===== config.mk =====
export PLATFORM = sky130hd
export DESIGN_NAME = sat_mult_arbiter
export DESIGN_NICKNAME = d
export VERILOG_FILES = /design/src/rtl/sat_mult_pkg.sv /design/src/rtl/sat_mult_core.sv /design/src/rtl/sat_mult_arbiter.sv
export SDC_FILE = /design/constraint.sdc
export NUM_CORES = 1
export LEC_CHECK = 0
export BUFFER_PORTS_ARGS = -buffer_cell sky130_fd_sc_hd__buf_2
export CAP_MARGIN = 10
export CORE_MARGIN = 4
export CORE_UTILIZATION = 40
export CTS_CLUSTER_DIAMETER = 30
export DETAILED_ROUTE_END_ITERATION = 10
export GPL_ROUTABILITY_DRIVEN = 1
export PLACE_DENSITY_LB_ADDON = 0.3
export SLEW_MARGIN = 15
export SYNTH_ARGS = -nofsm -noshare
export SYNTH_HDL_FRONTEND = slang
export SYNTH_SLANG_ARGS = --single-unit

===== constraint.sdc =====
create_clock -name i_clk -period 9.3 [get_ports i_clk]
set_clock_uncertainty 0.15 [all_clocks]
set_input_delay 1.395 -clock i_clk [delete_from_list [all_inputs] [get_ports i_clk]]
set_output_delay 1.395 -clock i_clk [all_outputs]
set_load 0.02 [all_outputs]

===== src/rtl/sat_mult_pkg.sv =====
// Shared widths, saturation limits and the multiplier result type used by
// the round-robin saturating multiplier arbiter.
package sat_mult_pkg;

    localparam int unsigned OP_W  = 16;
    localparam int unsigned RES_W = 32;

    localparam logic [RES_W-1:0] POS_MAX = 32'h7FFF_FFFF;
    localparam logic [RES_W-1:0] NEG_MAX = 32'h8000_0000;

    typedef struct packed {
        logic             sat_flag;
        logic [RES_W-1:0] data;
    } res_t;

endpackage


===== src/rtl/sat_mult_core.sv =====
// Combinational 16x16 signed multiply with saturation into the Q-shifted
// 32-bit result format (product shifted left by two).
module sat_mult_core
    import sat_mult_pkg::*;
(
    input  logic [OP_W-1:0] a_i,
    input  logic [OP_W-1:0] b_i,
    output res_t            res_o
);

    logic signed [RES_W-1:0] a_ext;
    logic signed [RES_W-1:0] b_ext;
    logic signed [RES_W-1:0] prod;

    assign a_ext = RES_W'($signed(a_i));
    assign b_ext = RES_W'($signed(b_i));
    assign prod  = a_ext * b_ext;

    always_comb begin
        res_o.sat_flag = 1'b0;
        res_o.data     = {prod[31], prod[28:0], 2'b00};
        // the two-bit left shift only fits when the top three bits agree
        if ((prod[31:29] != 3'b000) && (prod[31:29] != 3'b111)) begin
            res_o.sat_flag = 1'b1;
            res_o.data     = prod[31] ? NEG_MAX : POS_MAX;
        end
    end

endmodule


===== src/rtl/sat_mult_arbiter.sv =====
// Round-robin arbiter sharing one two-stage saturating multiplier among
// NUM_REQ requesters. Define SAT_MULT_SAT_CNT_EN to add the o_sat_cnt port.
module sat_mult_arbiter
    import sat_mult_pkg::*;
#(
    parameter int unsigned NUM_REQ = 4,
    parameter int unsigned ID_W    = $clog2(NUM_REQ)
) (
    input  logic                    i_clk,
    input  logic                    i_reset,
    input  logic [NUM_REQ-1:0]      i_req_valid,
    output logic [NUM_REQ-1:0]      o_req_ready,
    input  logic [NUM_REQ*16-1:0]   i_req_a,
    input  logic [NUM_REQ*16-1:0]   i_req_b,
    output logic                    o_res_valid,
    input  logic                    i_res_ready,
    output logic [ID_W-1:0]         o_res_id,
    output logic [31:0]             o_res_data
`ifdef SAT_MULT_SAT_CNT_EN
    ,
    output logic [15:0]             o_sat_cnt
`endif
);

    logic [ID_W-1:0]    last_q;
    logic               s1_valid_q;
    logic [OP_W-1:0]    s1_a_q, s1_b_q;
    logic [ID_W-1:0]    s1_id_q;
    logic               res_valid_q;
    logic [ID_W-1:0]    res_id_q;
    logic [RES_W-1:0]   res_data_q;

    logic [NUM_REQ-1:0] gnt;
    logic [ID_W-1:0]    gnt_id;
    logic               gnt_found;
    logic [ID_W-1:0]    idx;
    logic [OP_W-1:0]    sel_a, sel_b;
    logic               adv1, adv2, xfer;
    res_t               core_res;

    assign adv2        = !res_valid_q | i_res_ready;
    assign adv1        = !s1_valid_q | adv2;
    assign o_req_ready = adv1 ? gnt : '0;
    assign xfer        = |o_req_ready;

    // search starts one past the last granted index and wraps
    always_comb begin
        gnt       = '0;
        gnt_id    = '0;
        gnt_found = 1'b0;
        idx       = '0;
        for (int unsigned k = 1; k <= NUM_REQ; k++) begin
            idx = ID_W'((32'(last_q) + k) % NUM_REQ);
            if (!gnt_found && i_req_valid[idx]) begin
                gnt_found = 1'b1;
                gnt_id    = idx;
            end
        end
        if (gnt_found) begin
            gnt[gnt_id] = 1'b1;
        end
    end

    always_comb begin
        sel_a = '0;
        sel_b = '0;
        for (int unsigned k = 0; k < NUM_REQ; k++) begin
            if (gnt_id == ID_W'(k)) begin
                sel_a = i_req_a[k*OP_W +: OP_W];
                sel_b = i_req_b[k*OP_W +: OP_W];
            end
        end
    end

    sat_mult_core u_core (
        .a_i   (s1_a_q),
        .b_i   (s1_b_q),
        .res_o (core_res)
    );

    always_ff @(posedge i_clk) begin
        if (i_reset) begin
            last_q      <= ID_W'(NUM_REQ - 1);
            s1_valid_q  <= 1'b0;
            s1_a_q      <= '0;
            s1_b_q      <= '0;
            s1_id_q     <= '0;
            res_valid_q <= 1'b0;
            res_id_q    <= '0;
            res_data_q  <= '0;
        end else begin
            if (xfer) begin
                last_q <= gnt_id;
            end
            if (adv1) begin
                s1_valid_q <= xfer;
                if (xfer) begin
                    s1_a_q  <= sel_a;
                    s1_b_q  <= sel_b;
                    s1_id_q <= gnt_id;
                end
            end
            if (adv2) begin
                res_valid_q <= s1_valid_q;
                if (s1_valid_q) begin
                    res_id_q   <= s1_id_q;
                    res_data_q <= core_res.data;
                end
            end
        end
    end

    assign o_res_valid = res_valid_q;
    assign o_res_id    = res_id_q;
    assign o_res_data  = res_data_q;

`ifdef SAT_MULT_SAT_CNT_EN
    logic [15:0] sat_cnt_q;
    logic [15:0] sat_cnt_d;

    always_comb begin
        sat_cnt_d = sat_cnt_q;
        if (adv2 && s1_valid_q && core_res.sat_flag && (sat_cnt_q != '1)) begin
            sat_cnt_d = sat_cnt_q + 16'd1;
        end
    end

    always_ff @(posedge i_clk) begin
        if (i_reset) begin
            sat_cnt_q <= '0;
        end else begin
            sat_cnt_q <= sat_cnt_d;
        end
    end

    assign o_sat_cnt = sat_cnt_q;
`endif

endmodule


==> flow_summary.rst <==
.. list-table::
   :header-rows: 1

   * - Metric
     - Value
   * - Total Neg Setup Slack
     - 0 ns
   * - Syn. warnings
     - 0
   * - GRT Residual Overflow
     - 0
   * - Final HPWL from detailed placement
     - 29,200 microns
   * - Post-Place Setup Slack
     - 1.50 ns
   * - Number of unique standard cell types used by synthesis
     - 59
   * - Layout cell share with drive strength beyond 1
     - 13.0%
   * - Transition time at the pin with the least slew margin
     - 0.901 ns
   * - Via density per instance
     - 5.18
   * - Maximum buffer depth of the clock tree
     - 2
   * - Post-synthesis instance total
     - 1,596
   * - Number of instances in the placed design
     - 2,143
   * - IR drop worst, VDD
     - 0.000457 V
   * - Number of clock sinks seen by CTS
     - 71
   * - Via count
     - 11,173
   * - Post-synthesis to final-layout area growth
     - 11.1%
   * - # Max-Cap Violations
     - 0
   * - Pwr dens
     - 339 mW/mm^2
   * - Final-stage net count
     - 2,185
   * - Tcrit/Tclk final
     - 84.6%
   * - Worst Path Class, Setup
     - flop to flop
   * - Max-Slew Margin vs Limit
     - 39.8%
   * - Avg WL per Cell
     - 16.7 microns
   * - Vertical extent of the die
     - 194 microns
   * - Count of final setup violators
     - 0
   * - Core box area
     - 0.0338 sq mm
   * - Register clock-pin slew on the reported worst setup and hold paths
     - 0.06 ns
   * - Worst min-delay path class
     - flop to flop
   * - Number of global-route vias before repair
     - 11,424
   * - Maximum achievable frequency
     - 127 MHz
   * - Post-route DRC
     - 0
   * - Syn_nets
     - 2,075
   * - Fin cells
     - 2,159
   * - Combined area of all synthesized cells
     - 0.0138 sq mm
   * - Area of the die
     - 0.0375 sq mm
   * - Worst setup slack after layout
     - 1.43 ns
   * - Hold_ws
     - 0.309 ns
   * - Startpoint types
     - flop
   * - Hold Fails Final Rpt
     - 0
   * - GR Util All Layers
     - 19.1%
   * - Share of synthesized registers carrying an async set or reset
     - 0%
   * - Run status
     - finished, final reports clean
   * - Largest net degree at the start of global routing
     - 70
   * - Number of violations reported at the end of detailed-routing iteration 0
     - 599
   * - Top-Level Pins
     - 174
   * - First-pass GRT wire length
     - 58,900 microns
   * - Filler cell count
     - 3,339
   * - Buffers on Ports
     - 173
   * - Period minus WS final
     - 7.87 ns
   * - Wire length reported by the detailed router
     - 36,000 microns
   * - Clock buffers created by TritonCTS
     - 9
   * - Post-synth EDFFs
     - 0
   * - Number of hold-repair buffers added at the cts stage
     - 0
   * - Drt first pass iters
     - 5
   * - Max-slew violation total from the final report
     - 0
   * - Setup crit end kind
     - flop
   * - Clock H-tree levels
     - 3
   * - Critical Path RT
     - 9.37 ns
   * - Std-Cell Rows
     - 67
   * - Insertion delay of the later-clocked pin in the worst-skew pair
     - 0.35 ns
   * - Weighted congestion at the end of routability-driven global placement
     - 0.880
   * - Cts repair resizes
     - 0
   * - Final core utilization
     - 45.3%
   * - Post-synthesis register bit count
     - 71
   * - Data arrival, critical path
     - 7.95 ns
   * - Starting Density
     - 40.8%
   * - Initial antenna violation count
     - 0
   * - Overall die width
     - 194 microns
   * - Synth area leader
     - sky130_fd_sc_hd__fa_1
   * - Unrepaired setup endpoints after global routing
     - no
   * - Remaining number of nets flagged by the antenna check after routing
     - 0
   * - Count of antenna diodes in the layout
     - 0
   * - Root Driver
     - sky130_fd_sc_hd__clkbuf_16
   * - Worst Path Max Fanout
     - 27
   * - Leakage power
     - 7.41 nW
   * - Sequential area share after synthesis
     - 10.3%
   * - Post-CTS Setup Repair Bufs
     - 0
   * - Commonest register cell after synthesis
     - sky130_fd_sc_hd__dfxtp_1
   * - Mean cell area of the mapped netlist
     - 8.63 sq um
   * - Leading post-synthesis cells by cell area
     - sky130_fd_sc_hd__fa_1 38%, sky130_fd_sc_hd__dfxtp_1 10%, sky130_fd_sc_hd__inv_1 8.0%, sky130_fd_sc_hd__ha_1 7.4%, sky130_fd_sc_hd__nand2_1 6.7%
   * - TritonCTS clock tree
     - done
   * - Share of the synthesized area in the top cell type
     - 38.1%
cell usage in the layout (no fill, tap or decap), types with 5 or more instances in the layout:
cell / synthesis / layout
sky130_fd_sc_hd__inv_1: 295 / 295
sky130_fd_sc_hd__fa_1: 262 / 262
sky130_fd_sc_hd__nand2_1: 245 / 245
sky130_fd_sc_hd__buf_2: 6 / 173
sky130_fd_sc_hd__and2_1: 112 / 112
sky130_fd_sc_hd__ha_1: 82 / 82
sky130_fd_sc_hd__a21oi_1: 82 / 81
sky130_fd_sc_hd__dfxtp_1: 71 / 71
sky130_fd_sc_hd__nor2_1: 52 / 51
sky130_fd_sc_hd__o21ai_0: 50 / 50
sky130_fd_sc_hd__o211ai_1: 37 / 37
sky130_fd_sc_hd__mux2i_1: 32 / 32
sky130_fd_sc_hd__xnor2_1: 20 / 20
sky130_fd_sc_hd__nor3_1: 19 / 19
sky130_fd_sc_hd__a211oi_1: 13 / 13
sky130_fd_sc_hd__a2111oi_2: 13 / 13
sky130_fd_sc_hd__nand2b_1: 12 / 11
sky130_fd_sc_hd__xor2_1: 11 / 11
sky130_fd_sc_hd__nand3_1: 11 / 10
sky130_fd_sc_hd__clkbuf_16: 0 / 9
sky130_fd_sc_hd__buf_4: 5 / 9
sky130_fd_sc_hd__a21o_1: 7 / 7
sky130_fd_sc_hd__a221oi_1: 7 / 7
sky130_fd_sc_hd__a31oi_1: 7 / 7
sky130_fd_sc_hd__o21a_1: 6 / 6
sky130_fd_sc_hd__a2111oi_0: 6 / 6
sky130_fd_sc_hd__a2111oi_1: 6 / 6
sky130_fd_sc_hd__nor2b_1: 5 / 5
sequential cells by signal, indices dropped and copies added, names as in the netlist:
register	cells
last_q	2
o_res_data	31
o_res_id	2
o_res_valid	1
s1_a_q	16
s1_b_q	16
s1_id_q	2
s1_valid_q	1
routing by layer:
metal  GRT usage (%)  up-vias  share of wire (%)  wire, microns
li1                -     5260                  -              -
met4            5.14        0                2.1            739
met1            23.8     5641                 40          14500
met2            35.3      239                 54          19500
met5               0        -                  0              0
met3            1.81       33                3.4           1240
logic make-up (layout without fill, tap and decap cells):
family | count (synthesis) | count (layout) | share of synthesized area [%]
AO/OA/AOI/OAI | 264 | 264 | 13.0
XOR/XNOR | 33 | 33 | 2.33
adder cells (fa/ha/maj) | 344 | 344 | 45.5
buffers and inverters | 378 | 493 | 10.5
flip-flops | 71 | 71 | 10.3
multiplexers | 32 | 32 | 2.33
AND/OR/NAND/NOR | 474 | 474 | 16.0
synth_stat cells (all sizes together), types with 11 or more instances:
master and number:
nand3 11, fa 262, xnor2 21, a211oi 14, inv 295, nor2 52, xor2 11, dfxtp 71
buf 15, o211ai 38, o21ai 55, ha 82, a2111oi 25, nand2b 12, a21oi 83, nand2 245
nor3 20, mux2i 32, clkbuf 68, and2 112
power breakdown:
part / total [mW] / switching, mW / leakage (nW) / internal (mW)
Combinational: 4.25 / 2.59 / 6.67 / 1.66
Sequential: 0.529 / 0.144 / 0.587 / 0.386
Clock: 0.406 / 0.143 / 0.160 / 0.263
Total: 5.18 / 2.87 / 7.41 / 2.31
final timing paths:
check	from	endpoint	slack (ns)	depth (start not counted)
worst max register to register	s1_a_q[15]$_SDFFE_PP0P_	o_res_data[6]$_SDFFE_PP0P_	1.43	22
worst max-delay path	s1_a_q[15]$_SDFFE_PP0P_	o_res_data[6]$_SDFFE_PP0P_	1.43	22
worst min register to register	o_res_id[1]$_SDFFE_PP0P_	o_res_id[1]$_SDFFE_PP0P_	0.31	2
worst min-delay path	o_res_id[1]$_SDFFE_PP0P_	o_res_id[1]$_SDFFE_PP0P_	0.31	2
worst max-delay path, stage by stage (launching register included):
cell and delay (ns):
sky130_fd_sc_hd__dfxtp_1 0.52, sky130_fd_sc_hd__nand2_1 0.22, sky130_fd_sc_hd__inv_1 0.10, sky130_fd_sc_hd__fa_1 0.75, sky130_fd_sc_hd__inv_1 0.11, sky130_fd_sc_hd__fa_1 0.48
sky130_fd_sc_hd__inv_1 0.32, sky130_fd_sc_hd__fa_1 0.53, sky130_fd_sc_hd__fa_1 0.50, sky130_fd_sc_hd__fa_1 0.49, sky130_fd_sc_hd__inv_1 0.05, sky130_fd_sc_hd__fa_1 0.47
sky130_fd_sc_hd__inv_1 0.04, sky130_fd_sc_hd__ha_1 0.39, sky130_fd_sc_hd__and4_1 0.25, sky130_fd_sc_hd__nand3_1 0.14, sky130_fd_sc_hd__or2_1 0.28, sky130_fd_sc_hd__a211oi_2 0.32
sky130_fd_sc_hd__o31ai_2 0.18, sky130_fd_sc_hd__xnor2_4 0.66, sky130_fd_sc_hd__nand2_1 0.10, sky130_fd_sc_hd__buf_4 0.27, sky130_fd_sc_hd__a2111oi_1 0.38
cell type report:
| class | instances | area, sq um | share of cell area [%] |
|---|---|---|---|
| tap | 448 | 561 | 3.66 |
| clock buffer | 11 | 233 | 1.52 |
| multi-input combinational | 1147 | 10900 | 71.5 |
| timing repair buffer | 182 | 933 | 6.10 |
| inverter | 295 | 1110 | 7.24 |
| sequential | 71 | 1420 | 9.29 |
| clock inverter | 5 | 106 | 0.695 |
per-stage QoR:
stage / total power [mW] / area, sq um
detailed placement: 4.81 / 15000
finish: 5.18 / 15300
CTS: 5.25 / 15300
floorplan: 3.83 / 13800
global placement: 4.73 / 15000
global route: 5.75 / 15300
Power figures use the tool's default switching activity.
